==> src/rtl/spi_shifter_if.sv <==
// Request/response bundle between a frame producer and the SPI frame engine.
interface spi_shifter_if #(
   parameter int unsigned DATA_BITS = 48
);

   logic                 en;
   logic [DATA_BITS-1:0] data_in;
   logic [DATA_BITS-1:0] data_out;
   logic                 ready;
   logic                 busy;
   logic                 done;

   // Producer side: issues frames, observes status and received data.
   modport master (
      output en,
      output data_in,
      input  data_out,
      input  ready,
      input  busy,
      input  done
   );

   // Engine side: accepts frames, reports status and received data.
   modport slave (
      input  en,
      input  data_in,
      output data_out,
      output ready,
      output busy,
      output done
   );

endinterface

==> src/rtl/spi_shifter.sv <==
// Full-duplex SPI frame engine: launches tx bits on SCLK falling strobes,
// samples miso on SCLK rising strobes, frames start on slot boundaries.
module spi_shifter #(
   parameter int unsigned DATA_BITS  = 48,
   parameter int unsigned ALIGN_BITS = 8,
   parameter bit          LSB_FIRST  = 1'b0,
   parameter bit          IDLE_LEVEL = 1'b1
) (
   input  logic         clk,
   input  logic         reset,
   input  logic         sclk_posedge,
   input  logic         sclk_negedge,
   input  logic         miso,
   output logic         mosi,
   spi_shifter_if.slave bus
);

   localparam int unsigned CNT_W = $clog2(DATA_BITS + 1);
   localparam int unsigned ALN_W = (ALIGN_BITS > 1) ? $clog2(ALIGN_BITS) : 1;
   localparam logic [ALN_W-1:0] ALN_MAX  = ALN_W'(ALIGN_BITS - 1);
   localparam logic [CNT_W-1:0] CNT_FULL = CNT_W'(DATA_BITS);

   typedef enum logic [1:0] {
      ST_IDLE,
      ST_SYNC,
      ST_SHIFT,
      ST_LAST
   } state_t;

   state_t               state_q, state_d;
   logic [ALN_W-1:0]     align_q, align_d;
   logic [CNT_W-1:0]     cnt_q, cnt_d;
   logic [DATA_BITS-1:0] tx_sr_q, tx_sr_d;
   logic [DATA_BITS-1:0] rx_sr_q, rx_sr_d;
   logic [DATA_BITS-1:0] dout_q, dout_d;
   logic                 mosi_q, mosi_d;
   logic                 done_q, done_d;
   logic                 busy_q, busy_d;
   logic                 ready_q, ready_d;
   logic                 boundary_c;

   // Bit that goes on the wire first for a given tx word.
   function automatic logic first_bit(input logic [DATA_BITS-1:0] v);
      return LSB_FIRST ? v[0] : v[DATA_BITS-1];
   endfunction

   // Move the next tx bit into the launch position.
   function automatic logic [DATA_BITS-1:0] tx_advance(input logic [DATA_BITS-1:0] v);
      return LSB_FIRST ? (v >> 1) : (v << 1);
   endfunction

   // Insert a sampled bit so the first bit received ends in its natural slot.
   function automatic logic [DATA_BITS-1:0] rx_insert(input logic [DATA_BITS-1:0] v,
                                                      input logic                 b);
      logic [DATA_BITS-1:0] r;
      if (LSB_FIRST) begin
         r = v >> 1;
         r[DATA_BITS-1] = b;
      end else begin
         r = v << 1;
         r[0] = b;
      end
      return r;
   endfunction

   assign boundary_c = sclk_negedge && (align_q == '0);

   // Next-state, datapath and registered-output computation.
   always_comb begin
      state_d = state_q;
      align_d = align_q;
      cnt_d   = cnt_q;
      tx_sr_d = tx_sr_q;
      rx_sr_d = rx_sr_q;
      dout_d  = dout_q;
      mosi_d  = mosi_q;
      done_d  = 1'b0;

      if (sclk_negedge) begin
         align_d = (align_q == '0) ? ALN_MAX : (align_q - ALN_W'(1));
      end

      case (state_q)
         ST_IDLE: begin
            mosi_d = IDLE_LEVEL;
            if (bus.en) begin
               tx_sr_d = bus.data_in;
               cnt_d   = '0;
               state_d = ST_SYNC;
            end
         end

         ST_SYNC: begin
            if (boundary_c) begin
               mosi_d  = first_bit(tx_sr_q);
               tx_sr_d = tx_advance(tx_sr_q);
               state_d = ST_SHIFT;
            end
         end

         ST_SHIFT: begin
            if (sclk_posedge) begin
               rx_sr_d = rx_insert(rx_sr_q, miso);
               cnt_d   = cnt_q + CNT_W'(1);
               if (cnt_q == (CNT_FULL - CNT_W'(1))) begin
                  state_d = ST_LAST;
               end
            end
            // The final bit stays on the wire through LAST.
            if (sclk_negedge && (cnt_d < CNT_FULL)) begin
               mosi_d  = first_bit(tx_sr_q);
               tx_sr_d = tx_advance(tx_sr_q);
            end
         end

         ST_LAST: begin
            if (sclk_negedge) begin
               dout_d = rx_sr_q;
               done_d = 1'b1;
               if (bus.en && boundary_c) begin
                  tx_sr_d = tx_advance(bus.data_in);
                  mosi_d  = first_bit(bus.data_in);
                  cnt_d   = '0;
                  state_d = ST_SHIFT;
               end else begin
                  mosi_d  = IDLE_LEVEL;
                  state_d = ST_IDLE;
               end
            end
         end

         default: begin
            state_d = ST_IDLE;
            mosi_d  = IDLE_LEVEL;
         end
      endcase

      ready_d = (state_d == ST_IDLE);
      busy_d  = (state_d != ST_IDLE);
   end

   // State and output registers with synchronous reset.
   always_ff @(posedge clk) begin
      if (reset) begin
         state_q <= ST_IDLE;
         align_q <= ALN_MAX;
         cnt_q   <= '0;
         tx_sr_q <= '0;
         rx_sr_q <= '0;
         dout_q  <= '0;
         mosi_q  <= IDLE_LEVEL;
         done_q  <= 1'b0;
         busy_q  <= 1'b0;
         ready_q <= 1'b1;
      end else begin
         state_q <= state_d;
         align_q <= align_d;
         cnt_q   <= cnt_d;
         tx_sr_q <= tx_sr_d;
         rx_sr_q <= rx_sr_d;
         dout_q  <= dout_d;
         mosi_q  <= mosi_d;
         done_q  <= done_d;
         busy_q  <= busy_d;
         ready_q <= ready_d;
      end
   end

   assign mosi         = mosi_q;
   assign bus.data_out = dout_q;
   assign bus.done     = done_q;
   assign bus.busy     = busy_q;
   assign bus.ready    = ready_q;

endmodule

==> src/flat_wrapper.sv <==
// flat-port wrapper written by rule: the top's interface ports become plain ports
module spi_shifter_flat 
#(
   parameter int unsigned DATA_BITS  = 48,
   parameter int unsigned ALIGN_BITS = 8,
   parameter bit          LSB_FIRST  = 1'b0,
   parameter bit          IDLE_LEVEL = 1'b1
)
  (clk, reset, sclk_posedge, sclk_negedge, miso, mosi, bus_en, bus_data_in, bus_data_out, bus_ready, bus_busy, bus_done);
  spi_shifter_if #(.DATA_BITS(DATA_BITS)) bus_i ();
  input  logic clk;
  input  logic reset;
  input  logic sclk_posedge;
  input  logic sclk_negedge;
  input  logic miso;
  output logic mosi;
  input wire logic [$bits(bus_i.en)-1:0] bus_en;
  input wire logic [$bits(bus_i.data_in)-1:0] bus_data_in;
  output wire logic [$bits(bus_i.data_out)-1:0] bus_data_out;
  output wire logic [$bits(bus_i.ready)-1:0] bus_ready;
  output wire logic [$bits(bus_i.busy)-1:0] bus_busy;
  output wire logic [$bits(bus_i.done)-1:0] bus_done;
  assign bus_i.en = bus_en;
  assign bus_i.data_in = bus_data_in;
  assign bus_data_out = bus_i.data_out;
  assign bus_ready = bus_i.ready;
  assign bus_busy = bus_i.busy;
  assign bus_done = bus_i.done;
  spi_shifter #(.DATA_BITS(DATA_BITS), .ALIGN_BITS(ALIGN_BITS), .LSB_FIRST(LSB_FIRST), .IDLE_LEVEL(IDLE_LEVEL)) u_core (.clk(clk), .reset(reset), .sclk_posedge(sclk_posedge), .sclk_negedge(sclk_negedge), .miso(miso), .mosi(mosi), .bus(bus_i));
endmodule
==> config.mk <==
export PLATFORM = sky130hd
export DESIGN_NAME = spi_shifter_flat
export DESIGN_NICKNAME = d
export VERILOG_FILES = /design/src/rtl/spi_shifter_if.sv /design/src/rtl/spi_shifter.sv /design/src/flat_wrapper.sv
export SDC_FILE = /design/constraint.sdc
export NUM_CORES = 1
export LEC_CHECK = 0
export CAP_MARGIN = 10
export CORE_UTILIZATION = 40
export DETAILED_ROUTE_END_ITERATION = 8
export PLACE_DENSITY = 0.71
export RECOVER_POWER = 100
export SLEW_MARGIN = 20
export SYNTH_ARGS = -nofsm -noshare
export SYNTH_HDL_FRONTEND = slang
export SYNTH_SLANG_ARGS = --single-unit
==> constraint.sdc <==
create_clock -name clk -period 2.73 [get_ports clk]
set_input_delay 0.6825 -clock clk [delete_from_list [all_inputs] [get_ports clk]]
set_output_delay 0.6825 -clock clk [all_outputs]
set_load 0.03 [all_outputs]
==> key figures <==
Run status
  – Outcome: complete, no violations

Floorplan
  – Vert. Die Dim: 135 µm
  – Die Span X: between 100 and 150 µm
  – # rows: 48
  – Die ar.: roughly 18,000 µm²
  – Boundary pin count: 106
  – Initial Utilization: a little over 40%
  – Area of the core: 17,300 µm²

Final layout
  – Nets: around 1,000
  – Storage element area: roughly 3200 µm²
  – Most common cell after layout, fill and taps aside: nand2_1
  – Fillers: 1,675
  – Share of cells above drive strength 1: between 6 and 7%
  – Fin area: 8890 µm²
  – Commonest non-fill, non-tap cells in the layout: 199 x nand2_1, 159 x dfxtp_1, 154 x a21oi_1
  – Area of the multi-input gates: approximately 3500 µm²
  – Antenna diodes: 0
  – Area Growth Syn to Fin: 25.9%

Clocking
  – Worst skew pair latency: ~0.42 ns
  – Root Driver: clkbuf_16
  – Sink Count: roughly 160
  – Clk pin slew, worst setup/hold paths: approximately 0.06 ns
  – CTS tree: built
  – Resize count post-CTS: 0
  – Total CTS buffers: 17
  – H-Tree Depth: 4
  – Post-CTS Repair Setup Buffers: 0
  – Clock Tree Buf Depth: 2
  – CTS Hold Bufs: 0

Routing
  – # DRC: 0
  – Drt wl/cell: around 13 µm
  – Vias per cell: between 5 and 6
  – Final WL: about 16 mm
  – Pre-antenna DRT Iters: 5
  – Vias: approximately 6,500
  – Iteration-0 DRC count of the detailed router: 445
  – Antenna Nets Post-Route: 0

Global routing
  – GR Overflow Total: 0
  – Largest net degree at the start of global routing: between 60 and 70
  – First-pass GRT wire length: roughly 27 mm
  – Initial antenna violation count: 0
  – Total track usage: between 10% and 20%
  – Number of global-route vias before repair: slightly below 6,000

Placement
  – Port Buf Inserts: ~110
  – Routability cong.: about 0.75
  – Placed Area: around 8400 µm²
  – HPWL reported at the end of detailed placement: 10.1 mm

Setup path
  – Setup Crit Path Kind: input pin to flop
  – CP most frequent cell: buf_4
  – Worst-path fanout max: 18
  – Max stage delay on crit path: between 0.5 and 0.6 ns
  – CP Data Required Time: slightly above 3 ns
  – Worst path arrival time: 2.67 ns
  – CP cell instances: dlygate4sd3_1, buf_4, nand4_1, xnor2_1, o211a_1, buf_4, o21ai_0, o41ai_1
  – Crit-path slowest cell: dlygate4sd3_1
  – Worst Setup Start Kind: input pin
  – Crit. End Element: flop

Power and ir drop
  – Pwr per Cell Area: 592 nW/µm²
  – Reported leakage power: just over 3 nW
  – Tot Pwr: approximately 0.0053 W
  – Max VDD drop: 0.480 mV

Synthesis
  – FFs w/ async S/R, synth: 0%
  – Post-Synth Adder-Cell Area: 1.42%
  – Netlist cell types: 38
  – Largest family of logic cells by synthesized area: compound AO/OA/AOI/OAI gates
  – Synth Area in Compound Gates: between 20% and 30%
  – Simple-gate share of the synthesized area: about a fifth
  – Post-synthesis register bit count: 159
  – Net count after synthesis: a little under 1,000
  – Yosys warns: 0
  – Post-synthesis mux area share: 0.142%
  – Synth Area in XOR/XNOR: less than 1%
  – Post-Syn Area per Cell: slightly below 8 µm²
  – Seq/Total Area, Yosys: a little under half
  – EDFF count, synth: 0
  – Cells after synthesis: between 900 and 1,000
  – Cell area after synthesis: a little over 7000 µm²
  – Commonest register cell after synthesis: dfxtp_1

Flow run
  – Max_cap viols: 0

Timing
  – Achievable clock frequency: between 0.4 and 0.5 GHz
  – Final Cycle Share: between 80% and 90%
  – Rel. slew slack: roughly 32%
  – Final setup TNS: 0 ns
  – Skew final: around 0.0063 ns
  – Least-Margin Pin Slew: 1.02 ns
  – RSZ-0062 raised after global routing: false
  – Setup violations, final: 0
  – Final Max Slew Viols: 0
  – Minimum clock period: 2.36 ns
  – Hold Fails Final Rpt: 0

Worst hold path
  – Class of the worst hold path: flop to flop
==> kinds of logic (layout without fill, tap and decap cells) <==
family | count (synthesis) | after routing
flops | 159 | 159
mux | 1 | 1
compound gates | 318 | 318
buf+inv | 94 | 167
fa+ha+maj | 8 | 8
xor+xnor | 1 | 1
simple gates | 332 | 332
==> layout make-up <==
class	count	area share, %
Multi-Input combinational cell	660	39.5
Sequential cell	159	35.8
Timing Repair Buffer	130	14.9
Clock buffer	20	5.14
Tap cell	225	3.17
Clock inverter	11	1.22
Inverter	6	0.253
==> path summary, 6_finish.rpt <==
| path | startpoint | end | slack, ns | cells past startpoint |
|---|---|---|---|---|
| max | sclk_posedge | u_core.tx_sr_q[27] | 0.37 | 8 |
| min reg2reg | u_core.bus.data_out[39] | u_core.bus.data_out[39] | 0.45 | 2 |
| max reg2reg | u_core.state_q[0] | u_core.bus.ready | 0.40 | 6 |
| min | u_core.bus.data_out[39] | u_core.bus.data_out[39] | 0.45 | 2 |
==> flip-flops by register name, summed over array words and instances (netlist names) <==
name / cells
u_core.mosi: 1
u_core.tx_sr_q: 48
u_core.rx_sr_q: 48
u_core.bus.ready: 1
u_core.bus.data_out: 48
u_core.align_q: 3
u_core.bus.done: 1
u_core.cnt_q: 6
u_core.state_q: 2
u_core.bus.busy: 1
==> power breakdown <==
group | total [W] | internal (W) | leakage [nW] | switching, W
logic | 0.000553 | 0.000237 | 1.51 | 0.000316
registers | 0.00244 | 0.00240 | 1.29 | 0.0000376
clock network | 0.00227 | 0.00131 | 0.266 | 0.000963
total | 0.00526 | 0.00394 | 3.07 | 0.00132
==> cell usage after synthesis (2+ instances only) <==
| cell | instances | area [µm²] |
|---|---|---|
| dfxtp_1 | 159 | 3180 |
| nor2b_1 | 48 | 300 |
| o21ai_1 | 2 | 10.0 |
| nor2_1 | 59 | 221 |
| nand2_1 | 201 | 754 |
| nand2b_1 | 5 | 31.3 |
| inv_1 | 6 | 22.5 |
| a21oi_1 | 154 | 771 |
| nor3_1 | 2 | 10.0 |
| buf_2 | 3 | 15.0 |
| buf_6 | 5 | 56.3 |
| a211oi_1 | 2 | 15.0 |
| clkbuf_1 | 66 | 248 |
| nand3_1 | 5 | 25.0 |
| buf_1 | 14 | 52.6 |
| o41ai_1 | 47 | 412 |
| o21a_1 | 2 | 15.0 |
| or3_1 | 3 | 18.8 |
| ha_1 | 8 | 100 |
| a22oi_1 | 47 | 353 |
| o21ai_0 | 55 | 275 |
| and2_1 | 4 | 25.0 |
==> worst max-delay path: cells and delay by family <==
| kind | cells | cell delay (ns) |
|---|---|---|
| AOI/OAI and AO/OA | 3 | 0.59 |
| xor gates and xnor gates | 1 | 0.22 |
| buffers and inverters | 3 | 1.02 |
| and+or+nand+nor | 1 | 0.15 |
==> per-layer routing <==
layer	wire, µm	vias to the layer above	GRT usage, %
met2	7620	149	29.6
met5	0	-	0
li1	-	3308	-
met1	7780	3010	24.9
met4	150	0	5.43
met3	749	13	4.20
==> stage by stage <==
step | utilization (%) | worst slack [ns] | hold slack (ns) | std cells
finish | 51.4 | 0.375 | 0.451 | 1211
global route | 51.4 | 0.219 | 0.468 | 1211
CTS | 51.6 | 0.540 | 0.455 | 1211
detailed placement | 48.3 | 0.148 | 0.447 | 1180
global placement | 48.3 | 0.240 | 0.444 | 1180
floorplan | - | 0.650 | 0.432 | 913
(Power assumes the default switching activity.)
